==> config.mk <==
export PLATFORM = sky130hd
export DESIGN_NAME = iram_download_ctrl
export DESIGN_NICKNAME = d
export VERILOG_FILES = /design/src/rtl/iram_download_ctrl_pkg.sv /design/src/rtl/iram_download_ctrl_byte_word_packer.sv /design/src/rtl/iram_download_ctrl.sv
export SDC_FILE = /design/constraint.sdc
export NUM_CORES = 1
export LEC_CHECK = 0
export CAP_MARGIN = 15
export CORE_ASPECT_RATIO = 1.1
export CORE_MARGIN = 4
export CORE_UTILIZATION = 48
export CTS_CLUSTER_SIZE = 20
export DETAILED_ROUTE_END_ITERATION = 7
export PLACE_DENSITY_LB_ADDON = 0.2
export SKIP_CTS_REPAIR_TIMING = 1
export SYNTH_ARGS = -nofsm -noshare
export SYNTH_HDL_FRONTEND = slang
export SYNTH_HIERARCHICAL = 1
export SYNTH_SLANG_ARGS = --single-unit
==> constraint.sdc <==
create_clock -name hb_clk -period 5.3 [get_ports hb_clk]
set_clock_uncertainty 0.1 [all_clocks]
set_input_delay 1.06 -clock hb_clk [delete_from_list [all_inputs] [get_ports hb_clk]]
set_output_delay 1.06 -clock hb_clk [all_outputs]
set_load 0.01 [all_outputs]
==> src/rtl/iram_download_ctrl_pkg.sv <==
// iram_download_ctrl_pkg: XT_BUS slave types, register offsets and download FSM states
package iram_download_ctrl_pkg;
  typedef struct packed {
    logic [31:0] raddr;
    logic [31:0] waddr;
    logic [31:0] wdata;
  } hb_slave_t;
  typedef struct packed {
    logic ren;
    logic wen;
  } sel_t;
  localparam logic [1:0] OFF_CTRL = 2'd0;
  localparam logic [1:0] OFF_LEN = 2'd1;
  localparam logic [1:0] OFF_STATUS = 2'd2;
  localparam logic [1:0] OFF_DATA = 2'd3;
  typedef enum logic [1:0] {IDLE, LOAD, WRITE, DONE} state_t;
endpackage

==> src/rtl/iram_download_ctrl_byte_word_packer.sv <==
// iram_download_ctrl_byte_word_packer: little-endian byte-to-word assembly with word-ready strobe
module iram_download_ctrl_byte_word_packer (
  input  logic        hb_clk,
  input  logic        rst_sync,
  input  logic        clr,
  input  logic        en,
  input  logic [7:0]  din,
  output logic [31:0] word,
  output logic [1:0]  byte_idx,
  output logic        word_ready
);
  logic [23:0] sh;
  assign word = {din, sh};
  assign word_ready = en && byte_idx == 2'd3;
  always_ff @(posedge hb_clk) begin
    if (rst_sync || clr) begin
      sh <= '0;
      byte_idx <= '0;
    end else if (en) begin
      sh <= {din, sh[23:8]};
      byte_idx <= byte_idx + 2'd1;
    end
  end
endmodule

==> src/rtl/iram_download_ctrl.sv <==
// iram_download_ctrl: XT_BUS-controlled IRAM download from a byte stream; DOWNLOAD_CHECKSUM_EN adds a stream checksum
module iram_download_ctrl
  import iram_download_ctrl_pkg::*;
#(
  parameter int IRAM_AW = 12
) (
  input  logic               hb_clk,
  input  logic               rst_sync,
  input  hb_slave_t          xt_hb,
  input  sel_t               sel,
  output logic [31:0]        rdata,
  input  logic               download_mode,
  input  logic               rx_valid,
  input  logic [7:0]         rx_data,
  output logic               rx_ready,
  output logic               iram_we,
  output logic [IRAM_AW-1:0] iram_addr,
  output logic [31:0]        iram_wdata
);
  state_t state, state_n;
  logic [IRAM_AW:0] len, wcnt, wcnt_n;
  logic done, err, dwr_q, idle, wr_ctrl, start, abort, go, bad_start, dwr, dwr_ok, acc, last;
  logic [31:0] pk_word, rd_mux;
  logic [1:0] byte_idx;
  logic wrdy;
  logic [7:0] csum;
  logic unused_ok;
  assign unused_ok = ^{xt_hb.raddr[31:2], xt_hb.waddr[31:2]};
  assign idle = state == IDLE || state == DONE;
  assign wr_ctrl = sel.wen && xt_hb.waddr[1:0] == OFF_CTRL;
  assign start = wr_ctrl && xt_hb.wdata[0];
  assign abort = wr_ctrl && xt_hb.wdata[1];
  assign go = start && !abort && idle && download_mode;
  assign bad_start = start && !abort && idle && !download_mode;
  assign dwr = sel.wen && xt_hb.waddr[1:0] == OFF_DATA;
  // a pending CPU pulse blocks the next one so iram_we never fires back to back
  assign dwr_ok = dwr && idle && !dwr_q;
  assign rx_ready = state == LOAD;
  assign acc = rx_valid && rx_ready;
  assign wcnt_n = wcnt + 1'b1;
  assign last = wcnt_n == len;
  assign iram_we = state == WRITE || dwr_q;
  iram_download_ctrl_byte_word_packer u_byte_word_packer (
    .hb_clk(hb_clk), .rst_sync(rst_sync), .clr(go || abort), .en(acc), .din(rx_data),
    .word(pk_word), .byte_idx(byte_idx), .word_ready(wrdy)
  );
  always_comb begin
    state_n = abort ? IDLE : go ? (len == '0 ? DONE : LOAD) : (state == LOAD && wrdy) ? WRITE :
              state == WRITE ? (last ? DONE : LOAD) : state;
    rd_mux = xt_hb.raddr[1:0] == OFF_LEN ? 32'(len) :
             xt_hb.raddr[1:0] == OFF_STATUS ? {26'd0, byte_idx, state, err, done} :
             xt_hb.raddr[1:0] == OFF_DATA ? {24'd0, csum} : '0;
  end
  always_ff @(posedge hb_clk) begin
    if (rst_sync) begin
      state <= IDLE;
      len <= '0;
      wcnt <= '0;
      iram_addr <= '0;
      iram_wdata <= '0;
      done <= 1'b0;
      err <= 1'b0;
      dwr_q <= 1'b0;
      rdata <= '0;
    end else begin
      state <= state_n;
      dwr_q <= dwr_ok;
      rdata <= sel.ren ? rd_mux : '0;
      if (sel.wen && xt_hb.waddr[1:0] == OFF_LEN) len <= xt_hb.wdata[IRAM_AW:0];
      if (state == LOAD && wrdy) iram_wdata <= pk_word;
      else if (dwr_ok) iram_wdata <= xt_hb.wdata;
      if (go) begin
        done <= len == '0;
        err <= 1'b0;
        wcnt <= '0;
        iram_addr <= '0;
      end else begin
        if (bad_start || (dwr && !dwr_ok)) err <= 1'b1;
        if (state == WRITE) wcnt <= wcnt_n;
        if (state == WRITE && last && !abort) done <= 1'b1;
        if (iram_we) iram_addr <= iram_addr + 1'b1;
      end
    end
  end
`ifdef DOWNLOAD_CHECKSUM_EN
  always_ff @(posedge hb_clk) begin
    if (rst_sync || go) csum <= '0;
    else if (acc) csum <= csum + rx_data;
  end
`else
  assign csum = '0;
`endif
endmodule

[After elaboration in Yosys (flattened, before gate mapping)]
Cells that the tools add are included.
Word-level totals
  word-level logic and storage cells: 72
  register bits after elaboration: 133
  output and inout bits: 78
  input port bits: 110
Operators by class
  eq/ne operators: 9
  reductions and logical operators: 36
  add/subtract/negate cells: 3
  multiplexer cells: 11
  bitwise gates (word level): 1
Operator list (count)
  32-bit 2-to-1 mux: 2
  1-bit logical AND: 17
  13-bit by 1-bit adder with 13-bit output, second input constant: 1
  13-bit == test: 1
  13-bit zero test: 1
  13-bit 2-to-1 mux: 1
  12-bit by 1-bit adder with 12-bit output, second input constant: 1
  2-bit == test, second input constant: 5
  2-bit 2-to-1 mux: 5
  2-bit by 1-bit == test with 1-bit output, second input constant: 3
  6-bit 2-to-1 mux: 1
  2-bit OR reduction: 3
  1-bit logical OR: 5
  1-bit zero test: 4
  2-bit zero test: 2
  2-bit nonzero test: 2
  3-bit nonzero test: 1
  3-bit OR reduction: 1
  2-bit by 1-bit adder with 2-bit output, second input constant: 1
  1-bit 2-to-1 mux: 2
  1-bit NOT: 1

[Depth between registers and ports, before layout]
  depth after elaboration: 9
  gate-level depth with buffers: 11
  mapped depth without buffers: 8

[Hierarchy]
The synthesis kept the hierarchy.
By module, submodules not included
  iram_download_ctrl: area each 4112.7 µm², sequential area each 1761.7 µm², times used 1, cells an instance 469
  iram_download_ctrl_byte_word_packer: area each 1039.7 µm², sequential area each 520.5 µm², times used 1, cells an instance 95

[Worst setup path before layout]
OpenSTA, ideal clock, no wires.
  path kind: input to register
  start: input port rx_valid
  end: register iram_wdata[14]
  arrival time: 2.494 ns
  setup slack: 2.620 ns
  data required time: 5.114 ns
  path buffers: 4
  setup time: 0.086 ns
  stages: 9
  cell sequence: and2_1 buf_6 buf_6 and2_1 nand2_1 clkbuf_1 clkbuf_1 nor2_1 a211oi_1
On the way
  longest elaborated chain between the ends: 4
  elaborated cells on any way between the ends: 5
  classes of those cells: mux (1); reduce/logical (4)
Ends and longest elaborated chain
  start, declared: RTL line iram_download_ctrl.sv:13  | input logic rx_valid,
  1-bit logical AND (*): RTL line iram_download_ctrl.sv:39  | assign acc = rx_valid && rx_ready;
  1-bit logical AND (*): RTL line iram_download_ctrl_byte_word_packer.sv:14  | assign word_ready = en && byte_idx == 2'd3;
  named net wrdy: RTL line iram_download_ctrl.sv:25  | logic wrdy;
  1-bit logical AND (*): RTL line iram_download_ctrl.sv:70  | if (state == LOAD && wrdy) iram_wdata <= pk_word;
  32-bit 2-to-1 mux or 2-bit nonzero test (tied branches)
  end signal, assigned: RTL line iram_download_ctrl.sv:70
  end signal, assigned: RTL line iram_download_ctrl.sv:71  | else if (dwr_ok) iram_wdata <= xt_hb.wdata;
  end, declared: RTL line iram_download_ctrl.sv:18  | output logic [31:0] iram_wdata
The timed path passes the listed nets; every way through them passes the cells marked *.
A chain may end at the register's enable or synchronous reset.

[Final worst setup path]
  start: register state[0]
  end: output port iram_we
On the way
  longest elaborated chain between the ends: 2
Ends and longest elaborated chain
  start, declared: RTL line iram_download_ctrl.sv:20  | state_t state, state_n;
  start signal, assigned: RTL line iram_download_ctrl.sv:66  | state <= state_n;
  2-bit == test: RTL line iram_download_ctrl.sv:42  | assign iram_we = state == WRITE || dwr_q;
  1-bit logical OR: RTL line iram_download_ctrl.sv:42
  end, declared: RTL line iram_download_ctrl.sv:16  | output logic iram_we,
Every way passes these cells.

==> flow_summary.json <==
{
  "ys_top_cells_by_area": "dfxtp_1 (44%), mux2i_1 (12%), nor2_1 (7.0%)",
  "antenna_found_initial": 0,
  "use_met3_pct": 5.53,
  "final_nets": 767,
  "initial_core_util_pct": 49.3,
  "yosysSeqAreaShare_pct": 44.3,
  "max_freq_mhz": 291,
  "required_ns": 4.14,
  "r2r-start": "state[1]",
  "ys_seq_elements": 114,
  "maxSlewViolCount": 0,
  "drive_above_1_share_pct": 6.32,
  "die-area_um2": 12500,
  "synth_top_area_share_pct": 44.3,
  "synth_commonest_cells": "dfxtp_1 (114), nor2_1 (96), mux2i_1 (60), nand2_1 (44), a211oi_1 (32)",
  "yosysMostFrequentCell": "dfxtp_1",
  "core_area_um2": 10400,
  "dp_cells": 775,
  "leakage_nw": 2.53,
  "setup_slack_ns": 1.86,
  "met2_usage_pct": 35.5,
  "grt_pass1_vias": 4223,
  "status": "finished, final reports clean",
  "hp-start": "err",
  "use_met1_pct": 24.9,
  "yosys.area.top_type": "dfxtp_1",
  "clock-sinks": 114,
  "synthCells": 564,
  "worstSetupStartpointType": "flop",
  "portBuffers": 108,
  "wire_per_inst_um": 15.4,
  "fin_tns_setup_ns": 0,
  "synthesis.area_um2": 5150,
  "clk_pin_slew_ns": 0.05,
  "gr-max-usage-layer": "met2",
  "globalplace.congestion": 0.848,
  "dr_total_vias": 4159,
  "min_path_type": "flop to flop",
  "cap_violations": 0,
  "grt_pass1_wl_um": 20400,
  "cts_tree": "done",
  "critical_path.endpoint_type": "primary output",
  "arrival_ns": 2.28,
  "hpwlAfterDp_um": 8680,
  "ant_nets": 0,
  "drcViolationCount": 0,
  "insertion_delay_ns": 0.41,
  "synth-edff-count": 0,
  "min_period_ns": 3.44,
  "root_buffer": "clkbuf_16",
  "drt_pass1_iterations": 4,
  "diodes": 0,
  "hold_slack_ns": 0.389,
  "fillers": 918,
  "tightest_slew_ns": 0.949,
  "pin_count": 188,
  "fp.dieW_um": 107,
  "critPathLaunch": "state[0]",
  "synth_cell_types": 45,
  "yosys_warnings": 6,
  "rsz0062_at_grt": "false",
  "first_iter_violations": 162,
  "syn_to_final_growth_pct": 30.9,
  "clock_path_buffers": 2,
  "cts_max_level": 4,
  "drt-total-wl_um": 12400,
  "fp.dieH_um": 117,
  "num_rows": 39,
  "grt_usage_pct": 20.7,
  "ys.flop_type": "dfxtp_1",
  "powerDensity_nw_per_um2": 327,
  "ir_drop_mv": 0.217,
  "viasPerCell": 5.15,
  "stdcell_count": 808,
  "critPathKind": "flop to primary output",
  "grt_overflow": 0,
  "min_period_over_period_pct": 64.9,
  "maxSlewHeadroom_pct": 36.7,
  "async_flop_share_pct": 0,
  "setup_viol_count_final": 0,
  "avgSynthCellArea_um2": 9.14,
  "worstPathMaxFanout": 17,
  "grt_max_degree": 67,
  "dp_slack_ns": 1.55,
  "cts_made_buffers": 17,
  "finalHoldViolations": 0
}
-- registers in the layout, summed over array words and instances, names as in the netlist --
name and count:
iram_wdata 32, u_byte_word_packer/sh 24, len 13, rdata 13, wcnt 13, iram_addr 12, state 2, u_byte_word_packer/byte_idx 2
done 1, dwr_q 1, err 1
-- layout by cell type (no fill, tap or decap), types with 14 or more instances in the layout --
master,instances
a211oi_1,32
a21oi_1,14
clkbuf_16,17
clkdlybuf4s50_1,107
conb_1,19
dfxtp_1,114
mux2i_1,60
nand2_1,43
nand3_1,20
nor2_1,96
xor2_1,27
-- worst max-delay path, cell delays in order (launching register included) --
cell and delay [ns]:
dfxtp_1 0.34, inv_1 0.06, ha_1 0.58, or2_2 0.32, clkdlybuf4s50_1 0.56
-- layout make-up --
type / instances / area (um2) / share of cell area, %
clock buffer: 20 / 467 / 6.92
inverter: 6 / 22.5 / 0.334
timing repair buffer: 111 / 1110 / 16.5
clock inverter: 12 / 156 / 2.32
sequential: 114 / 2280 / 33.8
multi-input combinational: 402 / 2530 / 37.5
tap: 143 / 179 / 2.65
-- metrics by stage --
step	utilization, %	total power [mW]	area, um2
6_report	64.6	2.21	6740
5_1_grt	64.6	2.28	6740
4_1_cts	64.4	2.23	6720
3_5_place_dp	58.4	1.04	6100
3_3_place_gp	58.4	1.04	6100
2_1_floorplan	-	0.987	5220
-- worst paths after layout --
kind	slack [ns]	end	cells after the start
min reg2reg	0.39	err	2
max	1.86	iram_we	4
max reg2reg	2.82	iram_wdata[11]	9
min	0.39	err	2
-- power breakdown --
group / switching (mW) / leakage, nW / total [mW] / internal [mW]
clock: 0.404 / 0.294 / 1.18 / 0.776
combinational: 0.0682 / 1.31 / 0.143 / 0.0744
sequential: 0.0122 / 0.921 / 0.884 / 0.872
total: 0.485 / 2.53 / 2.21 / 1.72
-- cell families (layout without fill, tap and decap cells) --
group / Yosys count / in the layout / share of synthesized area, %
flip-flops: 114 / 114 / 44.3
multiplexers: 60 / 60 / 11.7
buffers and inverters: 66 / 149 / 8.13
AND/OR/NAND/NOR: 214 / 214 / 19.0
other: 1 / 19 / 0.0728
XOR/XNOR: 39 / 39 / 6.63
adder cells (fa/ha/maj): 5 / 5 / 1.21
AO/OA/AOI/OAI: 65 / 65 / 9.01
-- routing by layer --
layer  up-vias  share of wire [%]
li1       2068                  -
met1      1965                 43
met2       109                 51
met3        17                4.5
met4         0                1.6
met5         -                  0
Note: power is estimated with default switching activity, not from simulation.
